**src/rtl/instr_fetch.sv**
```systemverilog
// Instruction fetch: owns the PC, issues one imem read at a time,
// and drives the IF/ID producer outputs with a one-entry skid buffer.
module instr_fetch #(
  parameter logic [31:0] RESET_PC  = 32'h0000_0000,
  parameter logic [31:0] NOP_INSTR = 32'hFC00_0000
) (
  input  logic        clk,
  input  logic        rst_n,
  input  logic        stall,
  input  logic        redirect,
  input  logic [31:0] redirect_pc,
  output logic        imem_req,
  output logic [31:0] imem_addr,
  input  logic        imem_rvalid,
  input  logic [31:0] imem_rdata,
  output logic        fetch_valid,
  output logic [31:0] fetch_pc,
  output logic [31:0] fetch_instr
);

  typedef enum logic [1:0] {
    ISSUE,
    WAIT,
    FULL,
    DRAIN
  } state_t;

  state_t      state;
  state_t      state_n;
  logic [31:0] pc_reg;
  logic [31:0] pc_n;
  logic [31:0] skid_pc;
  logic [31:0] skid_pc_n;
  logic [31:0] skid_instr;
  logic [31:0] skid_instr_n;
  logic        valid_n;
  logic [31:0] out_pc_n;
  logic [31:0] out_instr_n;
  logic        consumed;
  logic        free;

  assign consumed  = fetch_valid && !stall;
  assign free      = !fetch_valid || !stall;
  assign imem_req  = rst_n && (state == ISSUE) && !redirect;
  assign imem_addr = pc_reg;

  always_comb begin
    state_n      = state;
    pc_n         = pc_reg;
    skid_pc_n    = skid_pc;
    skid_instr_n = skid_instr;
    valid_n      = fetch_valid;
    out_pc_n     = fetch_pc;
    out_instr_n  = fetch_instr;
    if (redirect) begin
      pc_n        = {redirect_pc[31:2], 2'b00};
      valid_n     = 1'b0;
      out_instr_n = NOP_INSTR;
      // an outstanding read must still be swallowed
      unique case (state)
        ISSUE, FULL: state_n = ISSUE;
        default:     state_n = imem_rvalid ? ISSUE : DRAIN;
      endcase
    end else begin
      if (consumed) begin
        valid_n     = 1'b0;
        out_instr_n = NOP_INSTR;
      end
      unique case (state)
        ISSUE: state_n = WAIT;
        WAIT: begin
          if (imem_rvalid) begin
            pc_n = pc_reg + 32'd4;
            if (free) begin
              valid_n     = 1'b1;
              out_pc_n    = pc_reg;
              out_instr_n = imem_rdata;
              state_n     = ISSUE;
            end else begin
              skid_pc_n    = pc_reg;
              skid_instr_n = imem_rdata;
              state_n      = FULL;
            end
          end
        end
        FULL: begin
          if (consumed) begin
            valid_n     = 1'b1;
            out_pc_n    = skid_pc;
            out_instr_n = skid_instr;
            state_n     = ISSUE;
          end
        end
        DRAIN: begin
          if (imem_rvalid) state_n = ISSUE;
        end
      endcase
    end
  end

  always_ff @(posedge clk or negedge rst_n) begin
    if (!rst_n) begin
      state       <= ISSUE;
      pc_reg      <= RESET_PC;
      skid_pc     <= 32'd0;
      skid_instr  <= 32'd0;
      fetch_valid <= 1'b0;
      fetch_pc    <= 32'd0;
      fetch_instr <= NOP_INSTR;
    end else begin
      state       <= state_n;
      pc_reg      <= pc_n;
      skid_pc     <= skid_pc_n;
      skid_instr  <= skid_instr_n;
      fetch_valid <= valid_n;
      fetch_pc    <= out_pc_n;
      fetch_instr <= out_instr_n;
    end
  end

endmodule

```
**config.mk**
```make
export PLATFORM = sky130hd
export DESIGN_NAME = instr_fetch
export DESIGN_NICKNAME = d
export VERILOG_FILES = /design/src/rtl/instr_fetch.sv
export SDC_FILE = /design/constraint.sdc
export NUM_CORES = 1
export LEC_CHECK = 0
export CORE_MARGIN = 2
export CORE_UTILIZATION = 35
export DETAILED_ROUTE_END_ITERATION = 7
export HOLD_SLACK_MARGIN = 0.06
export PLACE_DENSITY = 0.56
export SLEW_MARGIN = 20
export SYNTH_ARGS = -nofsm -noshare
export SYNTH_HDL_FRONTEND = slang
export SYNTH_SLANG_ARGS = --single-unit
```
**constraint.sdc**
```tcl
create_clock -name clk -period 5.2 [get_ports clk]
set_clock_uncertainty 0.2 [all_clocks]
set_input_delay 1.04 -clock clk [delete_from_list [all_inputs] [get_ports clk]]
set_output_delay 1.04 -clock clk [all_outputs]
set_load 0.02 [all_outputs]
```
==> results of run 1 <==
-- kinds of logic (layout without fill, tap and decap cells) --
| family | after synthesis | count (layout) | share of synthesized area |
|---|---|---|---|
| xor+xnor | 11 | 11 | 0.0120 |
| mux | 121 | 121 | 0.165 |
| fa+ha+maj | 5 | 5 | 0.00779 |
| flops | 157 | 157 | 0.490 |
| other cells | 1 | 4 | 0.000467 |
| compound gates | 186 | 186 | 0.148 |
| simple gates | 227 | 227 | 0.135 |
| buf+inv | 79 | 212 | 0.0419 |
-- through the flow --
| stage | setup WS [ps] | instance area [sq um] | util | instances |
|---|---|---|---|---|
| after floorplan | 2000 | 8040 | - | 790 |
| after CTS | 1660 | 10500 | 0.464 | 1208 |
| final | 1690 | 10500 | 0.464 | 1208 |
| after global placement | 1450 | 9830 | 0.435 | 1176 |
| after detailed placement | 1450 | 9830 | 0.435 | 1176 |
| after global routing | 1590 | 10500 | 0.464 | 1208 |
-- cell usage after synthesis (2+ instances only) --
master	number	area (sq um)
dfrtp_1	151	3780
nand2_1	113	424
mux2_2	88	991
o21ai_0	66	330
clkbuf_1	43	161
nand3_1	36	180
a311oi_1	32	280
mux2i_1	32	320
a21oi_1	30	150
a21o_1	26	195
nor2_1	23	86.3
a31oi_1	15	93.8
buf_2	13	65.1
or4_1	12	90.1
and3_1	11	68.8
nand4_1	11	68.8
buf_1	9	33.8
o31ai_1	9	67.6
inv_1	7	26.3
dfstp_2	6	158
xor2_1	6	52.6
ha_1	5	62.6
xnor2_1	5	43.8
buf_4	4	30.0
or3_1	4	25.0
nor3_1	3	15.0
a311o_1	2	20.0
nand2b_1	2	12.5
or3_2	2	15.0
-- cells in the final DEF, fill, tap and decap left out, types with 15 or more instances in the layout --
cell,count
nand3_1,36
nand2_1,113
nor2_1,23
mux2_2,88
mux2i_1,32
a21oi_1,30
a21o_1,26
a311oi_1,32
clkbuf_16,17
o21ai_0,66
a31oi_1,15
dfrtp_1,151
clkdlybuf4s50_1,158
-- power groups by stage --
stage | sequential [W] | clock [W] | combinational (W)
floorplan | 0.00213 | 0 | 0.000908
global placement | 0.00188 | 0 | 0.00200
detailed placement | 0.00188 | 0 | 0.00203
CTS | 0.00186 | 0.00144 | 0.00203
global route | 0.00192 | 0.00149 | 0.00220
finish | 0.00186 | 0.00140 | 0.00201
-- worst max-delay path, stage by stage --
cell	delay (ps)
buf_6	320
and3_1	220
clkdlybuf4s50_1	670
-- final cells by class --
type	instances	area share
tap	285	0.0340
inverter	8	0.00286
multi-input combinational	554	0.364
sequential	157	0.376
clock buffer	20	0.0426
clock inverter	12	0.0198
timing repair buffer	172	0.161
-- sequential cells by signal (all words and copies together) (netlist names) --
signal	flops
state	2
skid_pc	30
fetch_pc	30
fetch_instr	32
fetch_valid	1
skid_instr	32
imem_addr	30
-- worst max-delay path by stage --
stage           startpoint                        end  depth (start not counted)
6_report             rst_n                   imem_req                          3
5_1_grt              rst_n                   imem_req                          3
4_1_cts              rst_n                   imem_req                          3
3_5_place_dp   imem_rvalid  imem_addr[31]$_DFFE_PN0N_                          5
3_3_place_gp   imem_rvalid  imem_addr[31]$_DFFE_PN0N_                          5
2_1_floorplan     redirect                   imem_req                          4
-- metal layers --
| layer | up-vias | GRT usage |
|---|---|---|
| met3 | 18 | 0.0487 |
| li1 | 3090 | - |
| met2 | 174 | 0.286 |
| met1 | 3112 | 0.251 |
| met5 | - | 0 |
| met4 | 0 | 0.0520 |
==> impl_metrics.yaml, run 1 <==
status:
  status: "complete, no violations"
setup_path:
  rrSetupSlack_ps: 2080
  rr_startpoint: "state[1]$_DFFE_PN0P_"
  crit_arrival_ps: 2270
  ff2ff_path_depth: 6
  cp-end-kind: "primary output"
  reg2reg_to: "imem_addr[31]$_DFFE_PN0N_"
  setup.worst_path.start_class: "input port"
  crit_fanout: 41
  critPathRequiredTime_ps: 3960
  crit_type: "input port to primary output"
synth:
  postSynthAreaPerCell_sq_um: 10.2
  ys_seq_elements: 157
  synth_cell_types: 50
  yosys_warnings: 0
  syn_inst: 787
  synth-seq-area-share: 0.490
  ys.flop_type: "dfrtp_1"
  syn_area_sq_mm: 0.00803
  synth_async_sr_flop_share: 1.00
  synth_edf_count: 0
place:
  gp_congestion: 0.727
  place_hpwl_um: 13600
  port-buffer-count: 160
detailed_routing:
  wl_met2_um: 10000
  vias_per_cell: 5.29
  drcViolationCount: 0
  drt_first_pass_iters: 5
  postRouteAntennaNets: 0
  dr.max_layer_used: "met4"
  totalWireLength_um: 21900
  wl_met3_um: 1490
  detail_route.wl_per_cell_um: 18.1
  via_count: 6394
  drt_iter0_markers: 316
  m1WireLength_um: 10100
worst_hold_path:
  hp-class: "flop to flop"
  holdPathEnd: "fetch_pc[13]$_DFFE_PN0P_"
  hold_start: "fetch_pc[13]$_DFFE_PN0P_"
  whs_path_depth: 2
power_and_ir_drop:
  swShare: 0.358
  intPower_w: 0.00339
  p_sw_w: 0.00189
  ir_worst_vdd_v: 0.000213
  power_frac_seq: 0.353
  power_density_mw_per_mm2: 503
  clkPwrFrac: 0.266
  power.leakage_nw: 4.31
  combPwrFrac: 0.381
  total_power_w: 0.00528
timing:
  rsz0062_at_grt: "no"
  timing.final.crit_share: 0.675
  finalSetupViolations: 0
  finalMaxSlewViolations: 0
  fmax_mhz: 285
  whs_ps: 276
  setup_tns_ps: 0
  period_needed_ps: 3510
  hold_viol_final: 0
  slew-limit-headroom: 0.344
  worstMarginPinSlew_ps: 984
global_route:
  overflow: 0
  grt_pass1_vias: 6129
  grt_max_degree: 66
  antenna_found_initial: 1
  grt_pass1_wl_um: 34900
  grt_usage: 0.183
cells_and_area:
  multi_input_area_sq_mm: 0.00382
  drive_gt1_frac: 0.168
  final-seq-area_sq_mm: 0.00394
  fill_cells: 2164
  diodes: 0
  area_delta_synth_final_pct: 30.6
  fin_nets: 984
floorplan:
  row_count: 55
  die_h_um: 155
  fp.dieArea_sq_mm: 0.0242
  io_pins: 167
  initial_core_util: 0.356
  design.core.area_sq_mm: 0.0226
  die_w_um: 155
clocking:
  root_buffer: "clkbuf_16"
  clock-sinks: 157
  path_clk_slew_ps: 60
  post_cts_buffers: 0
  htreeDepth: 4
  clk_path_buf_depth: 2
  cts_tree: "done"
  cts_hold_repair.buffers: 0
  cts_resized: 0
  worstSkewPairLatency_ps: 420
  numCtsBuffers: 17
job:
  max_cap_viol_count: 0
No activity file was read; power rests on OpenSTA's default activity.
==> run 2: changes to the inputs <==
Settings changed: PLACE_DENSITY 0.56 to 0.58.
Clock period 5.2 ns to 2.8 ns, I/O delays scaled along.
==> run 2 against run 1 <==
  * Non-clock buffer count increased by 25
  * Die area unchanged
  * Largest cell class unchanged
  * Critical endpoint is now imem_addr[31]$_DFFE_PN0N_
  * Largest power group unchanged
  * Sequential power rose by 85%
  * Clock power is 67% higher
  * Core utilization grew 1.1 points
  * Sequential cell count is the same
  * Critical path depth rose by 3
  * Clock-buffer cell count shrank 2
==> impl_metrics.yaml, run 2 (synthesis results as in run 1) <==
detailed_routing:
  vias_per_cell: 5.32
  drt_iter0_markers: 304
  via_count: 6561
  postRouteAntennaNets: 0
  drt_first_pass_iters: 4
  drcViolationCount: 0
  totalWireLength_um: 22100
  detail_route.wl_per_cell_um: 17.9
power_and_ir_drop:
  total_power_w: 0.00967
  power.leakage_nw: 4.46
  power_density_mw_per_mm2: 901
  ir_worst_vdd_v: 0.000494
timing:
  slew-limit-headroom: 0.551
  finalSetupViolations: 0
  finalMaxSlewViolations: 0
  fmax_mhz: 390
  worstMarginPinSlew_ps: 674
  period_needed_ps: 2560
  rsz0062_at_grt: "no"
  whs_ps: 36.4
  hold_viol_final: 0
  timing.final.crit_share: 0.915
status:
  status: "complete, no violations"
floorplan:
  die_h_um: 155
  design.core.area_sq_mm: 0.0226
  row_count: 55
  initial_core_util: 0.356
  die_w_um: 155
  io_pins: 167
  fp.dieArea_sq_mm: 0.0242
job:
  max_cap_viol_count: 0
cells_and_area:
  fill_cells: 2117
  mostFrequentLayoutCell: "clkdlybuf4s50_1"
  final_cell_mix: "157 x clkdlybuf4s50_1, 151 x dfrtp_1, 113 x nand2_1"
  fin_nets: 1009
  drive_gt1_frac: 0.193
  area_delta_synth_final_pct: 33.7
  reg_top3: "fetch_instr x32, skid_instr x32"
  final_area_sq_mm: 0.0107
clocking:
  post_cts_buffers: 0
  clk_path_buf_depth: 2
  path_clk_slew_ps: 70
  cts_resized: 1
  htreeDepth: 4
  clock-sinks: 157
  numCtsBuffers: 17
  worstSkewPairLatency_ps: 430
  root_buffer: "clkbuf_16"
  cts_hold_repair.buffers: 0
  cts_tree: "done"
setup_path:
  cp-end-kind: "flop"
  crit_fanout: 8
  setup.worst_path.start_class: "flop"
  rr_startpoint: "state[1]$_DFFE_PN0P_"
  crit_type: "flop to flop"
  crit_arrival_ps: 2710
  crit_start: "state[1]$_DFFE_PN0P_"
  critPathRequiredTime_ps: 2950
global_route:
  antenna_found_initial: 0
  met2_usage: 0.298
  grt_pass1_vias: 6454
  grtUsageMet1: 0.247
  met3_usage: 0.0552
  top_usage_layer: "met2"
  grt_usage: 0.186
  grt_max_degree: 117
  grt_pass1_wl_um: 35400
  overflow: 0
place:
  place_hpwl_um: 14300
  place_area_sq_mm: 0.0101
  gp_congestion: 0.731
  port-buffer-count: 160
worst_hold_path:
  hp-class: "input port to async pin"
-- run 2: changes by cell type in the layout (fill, tap and decap cells not counted), moves of 3 or more --
| cell | before | now |
|---|---|---|
| buf_4 | 12 | 27 |
| clkinv_4 | 0 | 3 |
| buf_12 | 0 | 10 |
| bufinv_16 | 5 | 1 |
| inv_8 | 0 | 4 |
-- run 2: metal layers --
metal,vias to the layer above,wire (um)
met5,-,0
met4,0,266
met3,17,1460
met2,176,10300
met1,3210,10100
li1,3158,-
-- run 2: path summary, 6_finish.rpt --
| path | to | slack (ps) | cells after the start |
|---|---|---|---|
| worst max-delay path | imem_addr[31]$_DFFE_PN0N_ | 240 | 6 |
| worst min-delay path | skid_pc[24]$_DFFE_PN0P_ | 40 | 2 |
| worst max register to register | imem_addr[31]$_DFFE_PN0N_ | 240 | 6 |
| worst min register to register | fetch_pc[30]$_DFFE_PN0P_ | 280 | 2 |
| max in group asynchronous | fetch_pc[22]$_DFFE_PN0P_ | 1290 | 3 |
| min in group clk | fetch_pc[30]$_DFFE_PN0P_ | 280 | 2 |
-- run 2: through the flow --
stage                     TNS [ps]  utilization  std cells  setup WS [ps]
after floorplan                  0            -        790            401
after global placement       -84.8        0.449       1201          -64.3
after detailed placement      -315        0.449       1201           -101
after CTS                        0        0.475       1233            187
after global routing             0        0.475       1233           36.3
final                            0        0.475       1234            238
-- run 2: worst max-delay path: stages (launching register included) --
cell and delay (ps):
dfrtp_1 430, inv_1 100, ha_2 220, nand4_1 150
or4_1 700, or4_1 520, a31oi_1 170
-- run 2: report_power, final --
group          total (W)  switching [W]  internal, W
Sequential       0.00345       0.000516      0.00293
Clock            0.00234        0.00106      0.00129
Combinational    0.00387        0.00203      0.00185
Total            0.00967        0.00360      0.00607
-- run 2: layout make-up --
class	count	area, sq um	share of cell area
Multi-Input combinational cell	554	3820	0.356
Clock buffer	18	439	0.0409
Inverter	8	30.0	0.00280
Sequential cell	157	3940	0.367
Timing Repair Buffer	197	2000	0.186
Antenna cell	1	2.50	0.000233
Clock inverter	14	149	0.0139
Tap cell	285	357	0.0332
